$ cat src/rtl/noc_pkg.sv
// Shared types for the NoC input buffer: flit type encoding, framing
// states and a helper that decodes the type field of a flit.
package noc_pkg;

  localparam int FLIT_W_DEF = 34;

  typedef enum logic [1:0] {
    FT_BODY   = 2'b00,
    FT_TAIL   = 2'b01,
    FT_HEAD   = 2'b10,
    FT_SINGLE = 2'b11
  } flit_type_e;

  typedef enum logic {
    FS_IDLE   = 1'b0,
    FS_IN_PKT = 1'b1
  } frame_state_e;

  // Caller passes the two type bits (flit[FLIT_W-1:FLIT_W-2]) so the
  // helper stays independent of the flit width.
  function automatic flit_type_e flit_type(input logic [1:0] type_bits);
    return flit_type_e'(type_bits);
  endfunction

endpackage

$ cat src/rtl/noc_input_buffer_if.sv
// Upstream link, switch-side handshake and status signals of one
// NoC router input port, bundled with slave (buffer) / master modports.
interface noc_input_buffer_if #(
  parameter int FLIT_W = noc_pkg::FLIT_W_DEF,
  parameter int DEPTH  = 4
);
  logic                     in_valid;
  logic [FLIT_W-1:0]        in_flit;
  logic                     out_valid;
  logic [FLIT_W-1:0]        out_flit;
  logic                     out_ready;
  logic                     credit_out;
  logic [$clog2(DEPTH):0]   occupancy;
  logic                     overflow_err;
  logic                     proto_err;

  modport slave (
    input  in_valid, in_flit, out_ready,
    output out_valid, out_flit, credit_out, occupancy, overflow_err, proto_err
  );

  modport master (
    output in_valid, in_flit, out_ready,
    input  out_valid, out_flit, credit_out, occupancy, overflow_err, proto_err
  );
endinterface

$ cat src/rtl/noc_flit_fifo.sv
// In-order flit storage with wrap-around pointers one bit wider than the
// address; the extra MSB separates full from empty.
module noc_flit_fifo #(
  parameter int FLIT_W = 34,
  parameter int DEPTH  = 4
) (
  input  logic                    clk,
  input  logic                    rst_n,
  input  logic                    push,
  input  logic [FLIT_W-1:0]       push_data,
  input  logic                    pop,
  output logic [FLIT_W-1:0]       head,
  output logic                    empty,
  output logic                    full,
  output logic [$clog2(DEPTH):0]  occupancy
);
  localparam int AW = $clog2(DEPTH);

  logic [FLIT_W-1:0] mem [DEPTH];
  logic [AW:0]       wr_ptr;
  logic [AW:0]       rd_ptr;

  // Storage write; contents need no reset since empty masks the head.
  always_ff @(posedge clk) begin
    if (push) mem[wr_ptr[AW-1:0]] <= push_data;
  end

  // Pointer advance; reset flushes every entry at once.
  always_ff @(posedge clk or negedge rst_n) begin
    if (!rst_n) begin
      wr_ptr <= '0;
      rd_ptr <= '0;
    end else begin
      if (push) wr_ptr <= wr_ptr + 1'b1;
      if (pop)  rd_ptr <= rd_ptr + 1'b1;
    end
  end

  assign head      = mem[rd_ptr[AW-1:0]];
  assign empty     = (wr_ptr == rd_ptr);
  assign full      = (wr_ptr[AW] != rd_ptr[AW]) &&
                     (wr_ptr[AW-1:0] == rd_ptr[AW-1:0]);
  assign occupancy = wr_ptr - rd_ptr;
endmodule

$ cat src/rtl/noc_input_buffer.sv
// Credit-flow-controlled input buffer for one NoC router port: FIFO,
// framing checker, credit return and sticky error flags.
// Optional zero-latency bypass when empty: define NOC_BUF_BYPASS_EN.
//
// state     | meaning
// S_IDLE    | between packets; expects HEAD or SINGLE
// S_IN_PKT  | inside a packet; expects BODY or TAIL
module noc_input_buffer
  import noc_pkg::*;
#(
  parameter int FLIT_W = FLIT_W_DEF,
  parameter int DEPTH  = 4
) (
  input  logic clk,
  input  logic rst_n,
  noc_input_buffer_if.slave bus
);
  localparam logic [0:0] S_IDLE   = FS_IDLE;
  localparam logic [0:0] S_IN_PKT = FS_IN_PKT;

  logic [FLIT_W-1:0]       fifo_head;
  logic                    fifo_empty;
  logic                    fifo_full;
  logic [$clog2(DEPTH):0]  fifo_occ;
  logic                    fifo_push;
  logic                    fifo_pop;
  logic                    pop_any;
  logic                    drop;
  logic                    credit_q;
  logic                    ovf_q;
  logic                    perr_q;
  logic [0:0]              state;
  logic [0:0]              state_nxt;
  logic                    violation;
  flit_type_e              ftype;

`ifdef NOC_BUF_BYPASS_EN
  // An empty FIFO forwards the incoming flit straight to the switch; if it
  // is taken in the same cycle it never occupies a slot.
  assign bus.out_valid = fifo_empty ? bus.in_valid : 1'b1;
  assign bus.out_flit  = fifo_empty ? (bus.in_valid ? bus.in_flit : '0) : fifo_head;
  assign pop_any       = bus.out_valid && bus.out_ready;
  assign fifo_pop      = pop_any && !fifo_empty;
  assign fifo_push     = bus.in_valid && (!fifo_full || fifo_pop) &&
                         !(fifo_empty && bus.out_ready);
`else
  assign bus.out_valid = !fifo_empty;
  assign bus.out_flit  = fifo_empty ? '0 : fifo_head;
  assign pop_any       = bus.out_valid && bus.out_ready;
  assign fifo_pop      = pop_any;
  assign fifo_push     = bus.in_valid && (!fifo_full || fifo_pop);
`endif

  assign drop = bus.in_valid && fifo_full && !fifo_pop;

  noc_flit_fifo #(
    .FLIT_W (FLIT_W),
    .DEPTH  (DEPTH)
  ) u_fifo (
    .clk       (clk),
    .rst_n     (rst_n),
    .push      (fifo_push),
    .push_data (bus.in_flit),
    .pop       (fifo_pop),
    .head      (fifo_head),
    .empty     (fifo_empty),
    .full      (fifo_full),
    .occupancy (fifo_occ)
  );

  assign ftype = flit_type(bus.in_flit[FLIT_W-1:FLIT_W-2]);

  // Framing check on every arriving flit, stored or dropped.
  always_comb begin
    state_nxt = state;
    violation = 1'b0;
    if (bus.in_valid) begin
      case (state)
        S_IDLE: begin
          if (ftype == FT_HEAD)        state_nxt = S_IN_PKT;
          else if (ftype != FT_SINGLE) violation = 1'b1;
        end
        default: begin
          if (ftype == FT_TAIL)        state_nxt = S_IDLE;
          else if (ftype != FT_BODY)   violation = 1'b1;
        end
      endcase
    end
  end

  // Framing state, registered credit pulse and sticky error flags.
  always_ff @(posedge clk or negedge rst_n) begin
    if (!rst_n) begin
      state    <= S_IDLE;
      credit_q <= 1'b0;
      ovf_q    <= 1'b0;
      perr_q   <= 1'b0;
    end else begin
      state    <= state_nxt;
      credit_q <= pop_any;
      if (drop)      ovf_q  <= 1'b1;
      if (violation) perr_q <= 1'b1;
    end
  end

  assign bus.credit_out   = credit_q;
  assign bus.occupancy    = fifo_occ;
  assign bus.overflow_err = ovf_q;
  assign bus.proto_err    = perr_q;
endmodule

$ cat src/flat_wrapper.sv
// flat-port wrapper written by rule: the top's interface ports become plain ports
module noc_input_buffer_flat import noc_pkg::*;
#(
  parameter int FLIT_W = FLIT_W_DEF,
  parameter int DEPTH  = 4
)
  (clk, rst_n, bus_in_valid, bus_in_flit, bus_out_ready, bus_out_valid, bus_out_flit, bus_credit_out, bus_occupancy, bus_overflow_err, bus_proto_err);
  noc_input_buffer_if #(.FLIT_W(FLIT_W), .DEPTH(DEPTH)) bus_i ();
  input  logic clk;
  input  logic rst_n;
  input wire logic [$bits(bus_i.in_valid)-1:0] bus_in_valid;
  input wire logic [$bits(bus_i.in_flit)-1:0] bus_in_flit;
  input wire logic [$bits(bus_i.out_ready)-1:0] bus_out_ready;
  output wire logic [$bits(bus_i.out_valid)-1:0] bus_out_valid;
  output wire logic [$bits(bus_i.out_flit)-1:0] bus_out_flit;
  output wire logic [$bits(bus_i.credit_out)-1:0] bus_credit_out;
  output wire logic [$bits(bus_i.occupancy)-1:0] bus_occupancy;
  output wire logic [$bits(bus_i.overflow_err)-1:0] bus_overflow_err;
  output wire logic [$bits(bus_i.proto_err)-1:0] bus_proto_err;
  assign bus_i.in_valid = bus_in_valid;
  assign bus_i.in_flit = bus_in_flit;
  assign bus_i.out_ready = bus_out_ready;
  assign bus_out_valid = bus_i.out_valid;
  assign bus_out_flit = bus_i.out_flit;
  assign bus_credit_out = bus_i.credit_out;
  assign bus_occupancy = bus_i.occupancy;
  assign bus_overflow_err = bus_i.overflow_err;
  assign bus_proto_err = bus_i.proto_err;
  noc_input_buffer #(.FLIT_W(FLIT_W), .DEPTH(DEPTH)) u_core (.clk(clk), .rst_n(rst_n), .bus(bus_i));
endmodule
$ cat config.mk
export PLATFORM = sky130hd
export DESIGN_NAME = noc_input_buffer_flat
export DESIGN_NICKNAME = d
export VERILOG_FILES = /design/src/rtl/noc_pkg.sv /design/src/rtl/noc_input_buffer_if.sv /design/src/rtl/noc_flit_fifo.sv /design/src/rtl/noc_input_buffer.sv /design/src/flat_wrapper.sv
export SDC_FILE = /design/constraint.sdc
export NUM_CORES = 1
export LEC_CHECK = 0
export CELL_PAD_IN_SITES_DETAIL_PLACEMENT = 0
export CELL_PAD_IN_SITES_GLOBAL_PLACEMENT = 1
export CORE_MARGIN = 8
export CORE_UTILIZATION = 51
export CTS_CLUSTER_SIZE = 28
export DETAILED_ROUTE_END_ITERATION = 8
export GPL_TIMING_DRIVEN = 0
export MAX_ROUTING_LAYER = met4
export PLACE_DENSITY_LB_ADDON = 0.1
export SLEW_MARGIN = 40
export SYNTH_ARGS = -nofsm -noshare
export SYNTH_HDL_FRONTEND = slang
export SYNTH_SLANG_ARGS = --single-unit
$ cat constraint.sdc
create_clock -name clk -period 5.2 [get_ports clk]
set_input_delay 0.52 -clock clk [delete_from_list [all_inputs] [get_ports clk]]
set_output_delay 0.52 -clock clk [all_outputs]
set_load 0.005 [all_outputs]
# [Yosys cells after proc, flatten, opt, wreduce, memory -nomap -nowiden]
# Memories as Yosys holds them, arrays and structs flattened.
# Index checks and enable logic that the tools add are counted.
[totals] out_inout_bits=41 mem_bits_rw=136 register_bits=10 mem_count=1 elab_cells=38
[classes] n_eq_ne=6 muxes=12 n_reduce_logical=10 n_addsub=3
[memory_table] name="u_core.u_fifo.mem" words=4 word_bits=34 rd=1 rd_ports_with_merged_regs=0 write_ports=1 line="noc_flit_fifo.sv:19" source="logic [FLIT_W-1:0] mem [DEPTH];"
[ops] operator="2-to-1 mux 34 bit" count=1
[ops] operator="2-to-1 mux 1 bit" count=11
[ops] operator="adder 3 x 1 -> 3 bit, second input constant" count=2
[ops] operator="logical AND 1 bit" count=5
[ops] operator="equality test 3 bit" count=1
[ops] operator="logical NOT 1 bit" count=3
[ops] operator="subtractor 3 bit" count=1
[ops] operator="equality test 2 x 1 -> 1 bit, second input constant" count=1
[ops] operator="equality test 2 bit" count=1
[ops] operator="equality test 2 bit, second input constant" count=1
[ops] operator="!= test 2 bit, second input constant" count=1
[ops] operator="nonzero test 2 bit" count=1
[ops] operator="logical OR 1 bit" count=1
[ops] operator="!= test 1 bit" count=1

# [Depth between registers and ports, before layout]
# Gate-level depths: netlist of the first run.
[logic_depth] ltp_word=7 mapped_depth=8

# [By module]
# A second synthesis of the first run with hierarchy kept.
[hier_totals] cells_unflattened=268 area_unflattened_um2=5741.8
[by_module_without_submodules] mod="noc_flit_fifo" cells_per_inst=215 instances=1 seq_area_each_um2=4234.1 area_per_inst_um2=5348.9
[by_module_without_submodules] mod="noc_input_buffer" cells_per_inst=53 instances=1 seq_area_each_um2=100.1 area_per_inst_um2=392.9

# [Worst setup path after synthesis of the first run]
# No wires, ideal clock.
[synth_timing] kind="register to register" start="register u_core.u_fifo.rd_ptr[1]" end="memory u_core.u_fifo.mem[1][0], enable pin" path_stages_with_launch=8 arrival_time_ns=2.355 required_time_ns=4.806 setup_ns=0.394 synth_period_minus_slack_ns=2.750 slack_ns=2.450 cell_sequence="dfrtp_1 clkbuf_8 clkbuf_1 inv_1 ha_1 nand3b_1 or2_2 and3_1"
[synth_via] elab_chain_cells=7 word_cells_on_any_way=10 cone_classes="eq/ne: 2; mux: 2; reduce/logical: 6"
[synth_lines] item="start, declared" line="noc_flit_fifo.sv:21" source="logic [AW:0] rd_ptr;"
[synth_lines] item="start signal, assigned" line="noc_flit_fifo.sv:35" source="if (pop) rd_ptr <= rd_ptr + 1'b1;"
[synth_lines] item="equality test 3 bit or equality test 2 bit (tied branches)" line="noc_flit_fifo.sv:40, noc_flit_fifo.sv:42"
[synth_lines] item="logical NOT 1 bit or logical AND 1 bit (tied branches)" line="noc_input_buffer.sv:47, noc_flit_fifo.sv:41"
[synth_lines] item="logical AND 1 bit or logical NOT 1 bit (tied branches)" line="noc_input_buffer.sv:49, noc_input_buffer.sv:51"
[synth_lines] item="logical OR 1 bit (*)" line="noc_input_buffer.sv:51" source="assign fifo_push = bus.in_valid && (!fifo_full || fifo_pop);"
[synth_lines] item="logical AND 1 bit (*)" line="noc_input_buffer.sv:51"
[synth_lines] item="2-to-1 mux 1 bit (*)" line="noc_flit_fifo.sv:25" source="if (push) mem[wr_ptr[AW-1:0]] <= push_data;"
[synth_lines] item="2-to-1 mux 1 bit (not written as such) (*)" line="noc_flit_fifo.sv:25"
[synth_lines] item="end, declared" line="noc_flit_fifo.sv:19"
# Every way passes the cells marked *; elsewhere a longest branch is shown, timed or not.

# [Final worst setup path of the first run]
[layout_timing] start="register u_core.u_fifo.rd_ptr[1]" end="output bus_out_flit[21]"
[layout_via] elab_chain_cells=2 word_cells_on_any_way=3 cone_classes="eq/ne: 1; mux: 1; memory: 1"
[layout_lines] item="memory (4 x 34 bit) or equality test 3 bit (tied branches)"
[layout_lines] item="2-to-1 mux 34 bit (*)" line="noc_input_buffer.sv:48" source="assign bus.out_flit = fifo_empty ? '0 : fifo_head;"
[layout_lines] item="end, declared" line="flat_wrapper.sv:15" source="output wire logic [$bits(bus_i.out_flit)-1:0] bus_out_flit;"
# Marked as above.

==> flow_metrics.env, run 1 <==
export IMPL_status="completed"
export IMPL_hold_slack_ns=0.431
export IMPL_fin_crit_ns=3.64
export IMPL_syn_area_um2=5980
export IMPL_endpoint_kind="output pin"
export IMPL_yosysTopAreaCell="edfxtp_1"
export IMPL_synth_seq_cells=146
export IMPL_cts_made_buffers=17
export IMPL_final_setup_viol_count=0
export IMPL_setup_tns_ns=0
export IMPL_die_area_um2=15400
export IMPL_instances_no_fill=533
export IMPL_antenna_found_initial=0
export IMPL_grt_ovfl_total=0
export IMPL_syn_num_nets=323
export IMPL_syn_to_final_growth_pct=27.1
export IMPL_num_rows=39
export IMPL_grt_pass1_vias=3174
export IMPL_cp_max_fo=10
export IMPL_cts_buffer_depth=2
export IMPL_netlist_cell_type_count=26
export IMPL_worst_pin_slew_ns=0.598
export IMPL_synth_top_area_share=0.683
export IMPL_firstDrtPassIters=4
export IMPL_criticalPathCategory="flop to output pin"
export IMPL_clkSlewWorstSetupHoldPaths_ns=0.06
export IMPL_min_period_over_period=0.700
export IMPL_grt_pass1_wl_mm=16.9
export IMPL_regArea_um2=4330
export IMPL_cts_htree_levels=4
export IMPL_synth_flop_cell="edfxtp_1"
export IMPL_reg2reg_depth=8
export IMPL_synthArstFlopShare=0.0685
export IMPL_yosysSeqAreaShare=0.725
export IMPL_placed_cells=501
export IMPL_multiInputGateArea_um2=1490
export IMPL_cp_start_kind="flop"
export IMPL_hold_path_class="input port to async pin"
export IMPL_hold_viol_final=0
export IMPL_power_density_nw_per_um2=626
export IMPL_fillers=807
export IMPL_p_leak_nw=2.69
export IMPL_io_buffers=77
export IMPL_synthesis_instances=277
export IMPL_antenna_cells=0
export IMPL_cap_violations=0
export IMPL_cts_root_buf="clkbuf_16"
export IMPL_die_h_um=124
export IMPL_cts_num_sinks=146
export IMPL_globalRouteTotalUtil=0.147
export IMPL_avgSynthCellArea_um2=21.6
export IMPL_drc=0
export IMPL_place_congestion=0.721
export IMPL_io_pins=79
export IMPL_wl_per_cell_um=19.8
export IMPL_vias_per_cell=5.34
export IMPL_ant_nets=0
export IMPL_cts_tree="yes"
export IMPL_grt_start_max_net_pins=35
export IMPL_post_cts_buffers=0
export IMPL_clk_latency_ns=0.42
export IMPL_drt_iter0_markers=153
export IMPL_drv_slew=0
export IMPL_slew_headroom=0.602
export IMPL_initial_core_util=0.524
export IMPL_synth_top_cells_by_count="edfxtp_1 (136), mux4_1 (27), nor2b_2 (16)"
export IMPL_ir_drop_uv=315
export IMPL_nNetsFinal=423
export IMPL_utilization=0.665
export IMPL_coreArea_um2=11400
export IMPL_fin_skew_ns=0.0104
export IMPL_dieWidth_um=124
export IMPL_ctsResizeCount=0
export IMPL_synth_area_top_cells="edfxtp_1 (68%), mux4_1 (12%), dfrtp_1 (4.2%), mux4_2 (2.6%), nor2b_2 (2.3%)"
export IMPL_rsz0062_at_grt="no"
export IMPL_ys_warn_count=0
export IMPL_crit_required_ns=4.68
export IMPL_hold_buffers=0
export IMPL_yosysMostFrequentCell="edfxtp_1"
export IMPL_critPathArrivalTime_ns=3.12
export IMPL_wl_mm=10.5
export IMPL_fmax_mhz=275
export IMPL_synth_edf_count=136
export IMPL_dp_hpwl_mm=6.72
export IMPL_num_vias=2847
export IMPL_drive_gt1_frac=0.208
worst max-delay path: stages, from the launching register on:
cell	delay, ns
dfrtp_1	0.41
clkbuf_8	0.20
clkbuf_1	0.48
inv_1	0.10
ha_1	0.34
and3_1	0.19
buf_6	0.14
buf_6	0.15
nor2b_1	0.16
clkdlybuf4s50_1	0.53
power by group:
part | internal, W | total, W | switching [W]
clock | 0.000702 | 0.00115 | 0.000453
combinational | 0.00117 | 0.00197 | 0.000798
sequential | 0.00156 | 0.00163 | 0.0000710
total | 0.00344 | 0.00476 | 0.00132
final timing paths:
path	endpoint	from	slack (ns)
worst min register to register	u_core.bus.overflow_err	u_core.bus.overflow_err	0.46
worst max-delay path	bus_out_flit[21]	u_core.u_fifo.rd_ptr[1]	1.56
max in group asynchronous	u_core.bus.proto_err	rst_n	4.43
worst min-delay path	u_core.u_fifo.wr_ptr[2]	rst_n	0.43
min in group clk	u_core.bus.overflow_err	u_core.bus.overflow_err	0.46
worst max register to register	u_core.u_fifo.mem[2][13]	u_core.u_fifo.rd_ptr[1]	2.42
per-layer routing:
metal / wire, um / GRT usage
met1: 4480 / 0.161
met2: 5410 / 0.243
met3: 493 / 0.0468
met4: 149 / 0.0631
met5: 0 / -
cell families after synthesis:
logic type,share of synthesized area
AOI/OAI and AO/OA,0.00816
xor gates and xnor gates,0.00858
adders and majority gates,0.0180
buffers and inverters,0.0295
DFF,0.725
muxes,0.152
and+or+nand+nor,0.0586
placed cells by master, fill, tap and decap left out, types with 2 or more instances in the layout:
| cell | netlist | routed |
|---|---|---|
| clkinv_4 | 0 | 2 |
| bufinv_16 | 0 | 2 |
| nor2_1 | 2 | 2 |
| mux4_2 | 7 | 7 |
| edfxtp_1 | 136 | 136 |
| nor2b_2 | 16 | 16 |
| a21oi_1 | 2 | 2 |
| nor2b_1 | 15 | 15 |
| clkbuf_16 | 0 | 17 |
| a21o_1 | 2 | 2 |
| xnor2_1 | 4 | 4 |
| and3_4 | 0 | 4 |
| mux4_1 | 27 | 27 |
| o21ai_0 | 3 | 3 |
| buf_6 | 8 | 8 |
| buf_12 | 0 | 4 |
| dfrtp_1 | 10 | 10 |
| clkbuf_8 | 3 | 3 |
| clkbuf_1 | 2 | 3 |
| inv_1 | 10 | 10 |
| clkdlybuf4s50_1 | 0 | 77 |
| nand2_1 | 6 | 6 |
| ha_1 | 7 | 7 |
| clkinv_2 | 0 | 4 |
| clkinvlp_4 | 0 | 4 |
| mux2_2 | 3 | 3 |
| nor2b_4 | 3 | 3 |
flip-flops by register name, indices dropped and copies added (netlist names):
name and count:
u_core.bus.credit_out 1, u_core.bus.overflow_err 1, u_core.bus.proto_err 1, u_core.state 1, u_core.u_fifo.mem 136, u_core.u_fifo.rd_ptr 3
u_core.u_fifo.wr_ptr 3
final cells by class:
type | count | area share
buffer | 13 | 0.0183
clock buffer | 18 | 0.0565
clock inverter | 14 | 0.0184
inverter | 10 | 0.00494
multi-input combinational | 108 | 0.196
sequential | 146 | 0.570
tap | 143 | 0.0235
timing repair buffer | 81 | 0.112
metrics by stage:
stage | area, um2 | power (W) | worst slack [ns]
after floorplan | 5980 | 0.00270 | 2.45
after global placement | 6930 | 0.00361 | 1.39
after detailed placement | 7030 | 0.00369 | 1.92
after CTS | 7600 | 0.00485 | 1.47
after global routing | 7600 | 0.00502 | 1.36
final | 7600 | 0.00476 | 1.56
No activity file was read; power rests on OpenSTA's default activity.
==> run 2, diff against run 1 <==
--- a/config.mk
+++ b/config.mk
@@ -8,7 +8,7 @@
 export CELL_PAD_IN_SITES_DETAIL_PLACEMENT = 0
 export CELL_PAD_IN_SITES_GLOBAL_PLACEMENT = 1
 export CORE_MARGIN = 8
-export CORE_UTILIZATION = 51
+export CORE_UTILIZATION = 48
 export CTS_CLUSTER_SIZE = 28
 export DETAILED_ROUTE_END_ITERATION = 8
 export GPL_TIMING_DRIVEN = 0
==> constraint.sdc (replaced) <==
create_clock -name clk -period 3.66 [get_ports clk]
set_input_delay 0.366 -clock clk [delete_from_list [all_inputs] [get_ports clk]]
set_output_delay 0.366 -clock clk [all_outputs]
set_load 0.005 [all_outputs]
==> run 2 against run 1 <==
Net effect: flip-flop and latch count unchanged; via count is 0.56% higher; critical endpoint is now bus_out_flit[20]; global-route usage grew 0.15 points; non-clock buffer count down 1; largest power group unchanged; hold slack lost 0.15 ns; highest routed layer unchanged; combinational power grew 43%; total power rose by 44%; critical path type unchanged.
==> flow_metrics.env, run 2 (synthesis gave the netlist of run 1 again) <==
export IMPL_status="completed"
export IMPL_nNetsFinal=422
export IMPL_final_cell_mix="edfxtp_1 (136), clkdlybuf4s50_1 (77), mux4_1 (27), clkbuf_16 (17), nor2b_2 (16)"
export IMPL_cp_start_kind="flop"
export IMPL_cp_max_fo=10
export IMPL_cts_buffer_depth=2
export IMPL_coreArea_um2=12100
export IMPL_antenna_found_initial=0
export IMPL_drc=0
export IMPL_post_cts_buffers=0
export IMPL_io_pins=79
export IMPL_largest_reg_flops=136
export IMPL_wl_mm=10.6
export IMPL_critPathArrivalTime_ns=3.04
export IMPL_cts_num_sinks=146
export IMPL_hold_buffers=0
export IMPL_clkSlewWorstSetupHoldPaths_ns=0.06
export IMPL_cpPeakStageDelay_ns=0.53
export IMPL_vias_per_cell=5.14
export IMPL_dp_hpwl_mm=6.64
export IMPL_grt_pass1_wl_mm=17.0
export IMPL_dieWidth_um=128
export IMPL_fmax_mhz=293
export IMPL_num_vias=2863
export IMPL_die_h_um=128
export IMPL_rsz0062_at_grt="no"
export IMPL_die_area_um2=16300
export IMPL_drive_gt1_frac=0.195
export IMPL_clk_latency_ns=0.42
export IMPL_cts_root_buf="clkbuf_16"
export IMPL_power_density_nw_per_um2=897
export IMPL_cap_violations=0
export IMPL_num_rows=40
export IMPL_io_buffers=77
export IMPL_cts_tree="yes"
export IMPL_cts_made_buffers=17
export IMPL_fin_crit_ns=3.41
export IMPL_firstDrtPassIters=4
export IMPL_drt_iter0_markers=151
export IMPL_cp_common_cell="buf_6"
export IMPL_cts_htree_levels=4
export IMPL_globalRouteTotalUtil=0.149
export IMPL_drv_slew=0
export IMPL_layout_commonest_cell="edfxtp_1"
export IMPL_syn_to_final_growth_pct=28.0
export IMPL_grt_pass1_vias=3130
export IMPL_crit_chain="clkbuf_8 > clkbuf_1 > inv_1 > ha_1 > and3_1 > buf_6 > buf_6 > nor2b_1 > clkdlybuf4s50_1"
export IMPL_cpMaxStageDelayCell="clkdlybuf4s50_1"
export IMPL_power_total_w=0.00687
export IMPL_slew_headroom=0.632
export IMPL_antenna_cells=0
export IMPL_ant_nets=0
export IMPL_hold_path_class="input port to async pin"
export IMPL_final_setup_viol_count=0
export IMPL_wl_per_cell_um=19.1
export IMPL_endpoint_kind="output pin"
export IMPL_place_congestion=0.711
export IMPL_p_leak_nw=2.71
export IMPL_crit_required_ns=3.29
export IMPL_ctsResizeCount=0
export IMPL_grt_ovfl_total=0
export IMPL_min_period_over_period=0.931
export IMPL_instances_no_fill=557
export IMPL_worst_pin_slew_ns=0.552
export IMPL_grt_start_max_net_pins=35
export IMPL_fin_skew_ns=0.00476
export IMPL_initial_core_util=0.494
export IMPL_ir_drop_uv=460
export IMPL_hold_viol_final=0
export IMPL_placed_cells=525
export IMPL_criticalPathCategory="flop to output pin"
-- run 2: stage by stage --
| step | hold WS, ns | setup slack [ns] | TNS (ns) | util | instance area (um2) |
|---|---|---|---|---|---|
| final | 0.281 | 0.251 | 0 | 0.632 | 7650 |
| after CTS | 0.283 | 0.167 | 0 | 0.632 | 7650 |
| after floorplan | 0.0704 | 0.910 | 0 | - | 5980 |
| after global routing | 0.314 | 0.00645 | 0 | 0.632 | 7650 |
| after global placement | 0.443 | -0.143 | -13.69 | 0.575 | 6960 |
| after detailed placement | 0.444 | 0.627 | 0 | 0.583 | 7060 |
-- run 2: critical path, delay by kind of cell, from the launching register on --
kind,cells,cell delay (ns)
buffers and inverters,6,1.54
DFF,1,0.39
and+or+nand+nor,2,0.35
adders and majority gates,1,0.33
-- run 2: worst paths after layout --
kind,cells after the start,start,slack [ns],endpoint
min reg2reg,1,u_core.bus.proto_err,0.46,u_core.bus.proto_err
max,9,u_core.u_fifo.rd_ptr[1],0.25,bus_out_flit[20]
max reg2reg,7,u_core.u_fifo.rd_ptr[1],0.93,u_core.u_fifo.mem[2][9]
min,1,rst_n,0.28,u_core.bus.overflow_err
min in group clk,2,bus_in_valid,0.42,u_core.bus.proto_err
max in group asynchronous,1,rst_n,3.05,u_core.state
-- run 2: cell type report --
cell class / instances / area [um2]
Buffer: 13 / 139
Clock buffer: 19 / 433
Clock inverter: 13 / 166
Fill cell: 901 / 4460
Inverter: 10 / 37.5
Multi-Input combinational cell: 108 / 1490
Sequential cell: 146 / 4330
Tap cell: 168 / 210
Timing Repair Buffer: 80 / 846
-- run 2: power breakdown --
group	internal, W	leakage, nW	switching, W	total (W)
clock	0.00113	0.291	0.000612	0.00174
sequential	0.00222	1.36	0.0000978	0.00232
combinational	0.00166	1.06	0.00115	0.00281
total	0.00501	2.71	0.00186	0.00687
-- run 2: metal layers --
layer	track usage	vias to the layer above	wire length, um
met3	0.0503	14	515
met2	0.237	64	5470
li1	-	1320	-
met4	0.0713	0	172
met5	-	-	0
met1	0.166	1465	4490
==> run 3, diff against run 2 <==
--- a/config.mk
+++ b/config.mk
@@ -11,10 +11,10 @@
 export CORE_UTILIZATION = 48
 export CTS_CLUSTER_SIZE = 28
 export DETAILED_ROUTE_END_ITERATION = 8
-export GPL_TIMING_DRIVEN = 0
 export MAX_ROUTING_LAYER = met4
 export PLACE_DENSITY_LB_ADDON = 0.1
 export SLEW_MARGIN = 40
 export SYNTH_ARGS = -nofsm -noshare
 export SYNTH_HDL_FRONTEND = slang
 export SYNTH_SLANG_ARGS = --single-unit
+export TNS_END_PERCENT = 10
==> run 3 against run 2 <==
Net effect: hold slack better by 0.016 ns; critical endpoint is now bus_out_flit[30]; die area unchanged; first-iteration DRC count down 2.6%; sequential power about the same; fmax grew 15%; register-to-register slack gained 0.40 ns; final cell count down 2.0%; design area shrank 2.0%; total power down 4.0%; via count shrank 2.7%; count of clock-buffer cells in the layout is 2 lower; largest cell class unchanged; core utilization shrank 1.2 points.
==> flow_metrics.env, run 3 (synthesis gave the netlist of run 1 again) <==
export IMPL_status="completed"
export IMPL_ant_nets=0
export IMPL_critPathArrivalTime_ns=2.61
export IMPL_cp_start_kind="flop"
export IMPL_critPathBufInv=2
export IMPL_cts_htree_levels=4
export IMPL_drv_slew=0
export IMPL_final_cell_mix="edfxtp_1 (136), clkdlybuf4s50_1 (78), mux4_1 (27), clkbuf_16 (17), nor2b_2 (16)"
export IMPL_die_h_um=128
export IMPL_cts_tree="yes"
export IMPL_ctsResizeCount=0
export IMPL_layout_commonest_cell="edfxtp_1"
export IMPL_slew_headroom=0.583
export IMPL_cts_num_sinks=146
export IMPL_cpPeakStageDelay_ns=0.69
export IMPL_hold_viol_final=0
export IMPL_drive_gt1_frac=0.196
export IMPL_endpoint_kind="output pin"
export IMPL_wl_mm=10.5
export IMPL_post_cts_buffers=0
export IMPL_grt_util_met1=0.166
export IMPL_clkSlewWorstSetupHoldPaths_ns=0.06
export IMPL_crit_cells=4
export IMPL_die_area_um2=16300
export IMPL_grt_use_met2=0.225
export IMPL_regArea_um2=4340
export IMPL_fin_crit_ns=2.97
export IMPL_globalRouteTotalUtil=0.140
export IMPL_worst_r2r_setup_slack_ns=1.33
export IMPL_nNetsFinal=414
export IMPL_setup_slack_ns=0.688
export IMPL_grt_busiest_layer="met2"
export IMPL_cpMaxStageDelayCell="mux4_1"
export IMPL_grt_pass1_wl_mm=16.6
export IMPL_num_rows=40
export IMPL_largest_reg_flops=136
export IMPL_hold_buffers=0
export IMPL_crit_required_ns=3.29
export IMPL_setup_tns_ns=0
export IMPL_use_met3=0.0470
export IMPL_antenna_found_initial=0
export IMPL_dp_hpwl_mm=6.51
export IMPL_p_leak_nw=2.64
export IMPL_criticalPathCategory="flop to output pin"
export IMPL_multiInputGateArea_um2=1480
export IMPL_fmax_mhz=336
export IMPL_reg2reg_depth=6
export IMPL_crit_chain="buf_4 > mux4_1 > nor2b_1 > clkdlybuf4s50_1"
export IMPL_drt_iter0_markers=147
export IMPL_reg2reg_from="u_core.u_fifo.wr_ptr[0]"
export IMPL_worst_pin_slew_ns=0.625
export IMPL_io_pins=79
export IMPL_hold_path_class="input port to async pin"
export IMPL_wl_per_cell_um=19.2
export IMPL_worstSetupStartpoint="u_core.u_fifo.rd_ptr[0]"
export IMPL_place_congestion=0.690
export IMPL_coreArea_um2=12100
export IMPL_crit_family="buffers and inverters"
export IMPL_dieWidth_um=128
export IMPL_cts_made_buffers=17
export IMPL_grt_pass1_vias=3118
export IMPL_dp_slack_ns=1.06
export IMPL_io_buffers=78
export IMPL_firstDrtPassIters=6
export IMPL_cts_root_buf="clkbuf_16"
export IMPL_final_setup_viol_count=0
export IMPL_num_vias=2787
export IMPL_drc=0
export IMPL_rsz0062_at_grt="no"
export IMPL_syn_to_final_growth_pct=25.5
export IMPL_grt_ovfl_total=0
export IMPL_critPathCapture="bus_out_flit[30]"
export IMPL_ir_drop_uv=563
export IMPL_fin_skew_ns=0.00495
export IMPL_min_period_over_period=0.812
export IMPL_cap_violations=0
export IMPL_antenna_cells=0
export IMPL_power_density_nw_per_um2=879
export IMPL_cp_max_fo=36
export IMPL_fillers=897
export IMPL_initial_core_util=0.494
export IMPL_grt_start_max_net_pins=38
export IMPL_r2r_end="u_core.u_fifo.mem[2][25]"
export IMPL_clk_latency_ns=0.40
export IMPL_cts_buffer_depth=2
export IMPL_vias_per_cell=5.10
==> run 3: how the worst min path moves through the flow <==
stage               slack [ns]                  from  cells after the start                      end
floorplan                 0.07                 rst_n                      0    u_core.bus.credit_out
global placement          0.44  u_core.bus.proto_err                      1     u_core.bus.proto_err
detailed placement        0.45  u_core.bus.proto_err                      1     u_core.bus.proto_err
CTS                       0.31                 rst_n                      1    u_core.bus.credit_out
global route              0.31                 rst_n                      1    u_core.bus.credit_out
finish                    0.30                 rst_n                      1  u_core.u_fifo.rd_ptr[2]
==> run 3: cell type report <==
cell class,instances,area share
clock buffers,17,0.0567
clock inverters,12,0.0192
inverters,10,0.00500
multi-input cells,108,0.197
flip-flops and latches,146,0.578
well taps,168,0.0280
repair buffers,85,0.116
==> run 3: metrics by stage <==
step	cell area (um2)	power (W)	hold WS, ns	util	instances
6_report	7500	0.00660	0.296	0.620	546
5_1_grt	7500	0.00697	0.309	0.620	546
4_1_cts	7500	0.00671	0.308	0.620	546
3_5_place_dp	6930	0.00504	0.447	0.573	517
3_3_place_gp	6930	0.00501	0.437	0.572	517
2_1_floorplan	5980	0.00384	0.0704	-	277
==> run 3: report_power, final <==
part / internal (W) / switching (W) / leakage [nW]
clock: 0.00105 / 0.000608 / 0.270
sequential: 0.00222 / 0.0000913 / 1.36
combinational: 0.00153 / 0.00110 / 1.01
total: 0.00480 / 0.00180 / 2.64
==> run 3: per-layer routing <==
metal	up-vias	part of all wire	wire (um)
met5	-	0	0
met2	65	0.51	5310
met4	0	0.0083	87
li1	1300	-	-
met1	1415	0.44	4600
met3	7	0.045	469
==> run 3: worst reg2reg max path: stages, from the launching register on <==
cell	delay, ns
dfrtp_1	0.41
inv_1	0.10
ha_1	0.36
nand3b_1	0.17
or2_2	0.16
and3_2	0.51
buf_4	0.32
==> variant (settings of run 1) <==
Set the package constant `FLIT_W_DEF` to 68 (it was 34).
--- a/src/rtl/noc_pkg.sv
+++ b/src/rtl/noc_pkg.sv
@@ -4,3 +4,3 @@
 
-  localparam int FLIT_W_DEF = 34;
+  localparam int FLIT_W_DEF = 68;
 
Interface: changed (resized bus_in_flit and bus_out_flit); port bits go from 79 to 147. The function was not compared with the original's and may differ.
==> variant against run 1 <==
- sequential cell count is 136 higher
- routed wire length increased by 100%
- worst hold slack worse by 110 ps
- register-to-register slack lost 230 ps
- highest routed layer unchanged
- power is 81% higher
- cell area rose by 81%
- worst setup slack worse by 500 ps
- sequential share of layout area increased by 4.0 points
- non-clock buffer count up 84
- synthesized area increased by 83%
==> variant: results (changes against run 1) <==
Reg2Reg Setup Slack 2190 ps (was 2420 ps); Final Wtd Congestion 0.7642 (was 0.7211); Synth area leaders edfxtp_1, mux4_2, nor2b_1 (was edfxtp_1, mux4_1, dfrtp_1); async set-reset flop share out of synthesis 3.546% (was 6.849%); P_int 6144 µW (was 3436 µW); Non-clock buffers 178 (was 94); non-clk buf share 12.74% (was 13.02%); reg2reg end u_core.u_fifo.mem[1][52] (was u_core.u_fifo.mem[2][13]); Post-synth EDFFs 272 (was 136); register share of the cell area 61.06% (was 57.04%); Worst EP arrival 3620 ps (was 3120 ps); switch share 28.52% (was 27.79%); clkbuf count 40 (was 18); Comb power 3610 µW (was 1970 µW); gr usage total 16.83% (was 14.71%); pre-CTS setup slack 1530 ps (was 1922 ps); DRT iter0 DRCs 281 (was 153); pin count of the biggest net entering global routing 29 (was 35); share of power burned in registers 36.4% (was 34.3%); status finished clean (unchanged); measured slew at the worst slew-check pin 829.3 ps (was 597.6 ps); FILL cells 1441 (was 807); via density per instance 5.364 (was 5.341); CTS Buf Count 29 (was 17); Slowest-stage cell, CP clkbuf_1 (was clkdlybuf4s50_1); global-route track usage on met1 20.21% (was 16.10%)
-- variant: cell types whose count changed in the layout (fill, tap and decap cells not counted), sizes merged --
cell           before  now
edfxtp            136  272
nor2b              34   68
bufinv              2    1
mux4               34   68
buf                12   21
clkinvlp            4    0
inv                11   12
clkbuf             23   52
clkinv              7    9
clkdlybuf4s50      77  145
-- variant: how the worst min path moves through the flow --
stage                       startpoint  slack [ps]                       to
6_report                         rst_n         320             u_core.state
5_1_grt                          rst_n         340  u_core.bus.overflow_err
4_1_cts                          rst_n         320  u_core.bus.overflow_err
3_5_place_dp   u_core.bus.overflow_err         450  u_core.bus.overflow_err
3_3_place_gp      u_core.bus.proto_err         440     u_core.bus.proto_err
2_1_floorplan                    rst_n         220    u_core.bus.credit_out
-- variant: kinds of logic after synthesis --
logic type,count (synthesis),synth area share (%)
xor+xnor,5,0.4681
simple gates,83,5.252
buf+inv,35,1.667
flops,282,76.81
compound gates,8,0.4452
fa+ha+maj,8,0.9818
mux,72,14.37
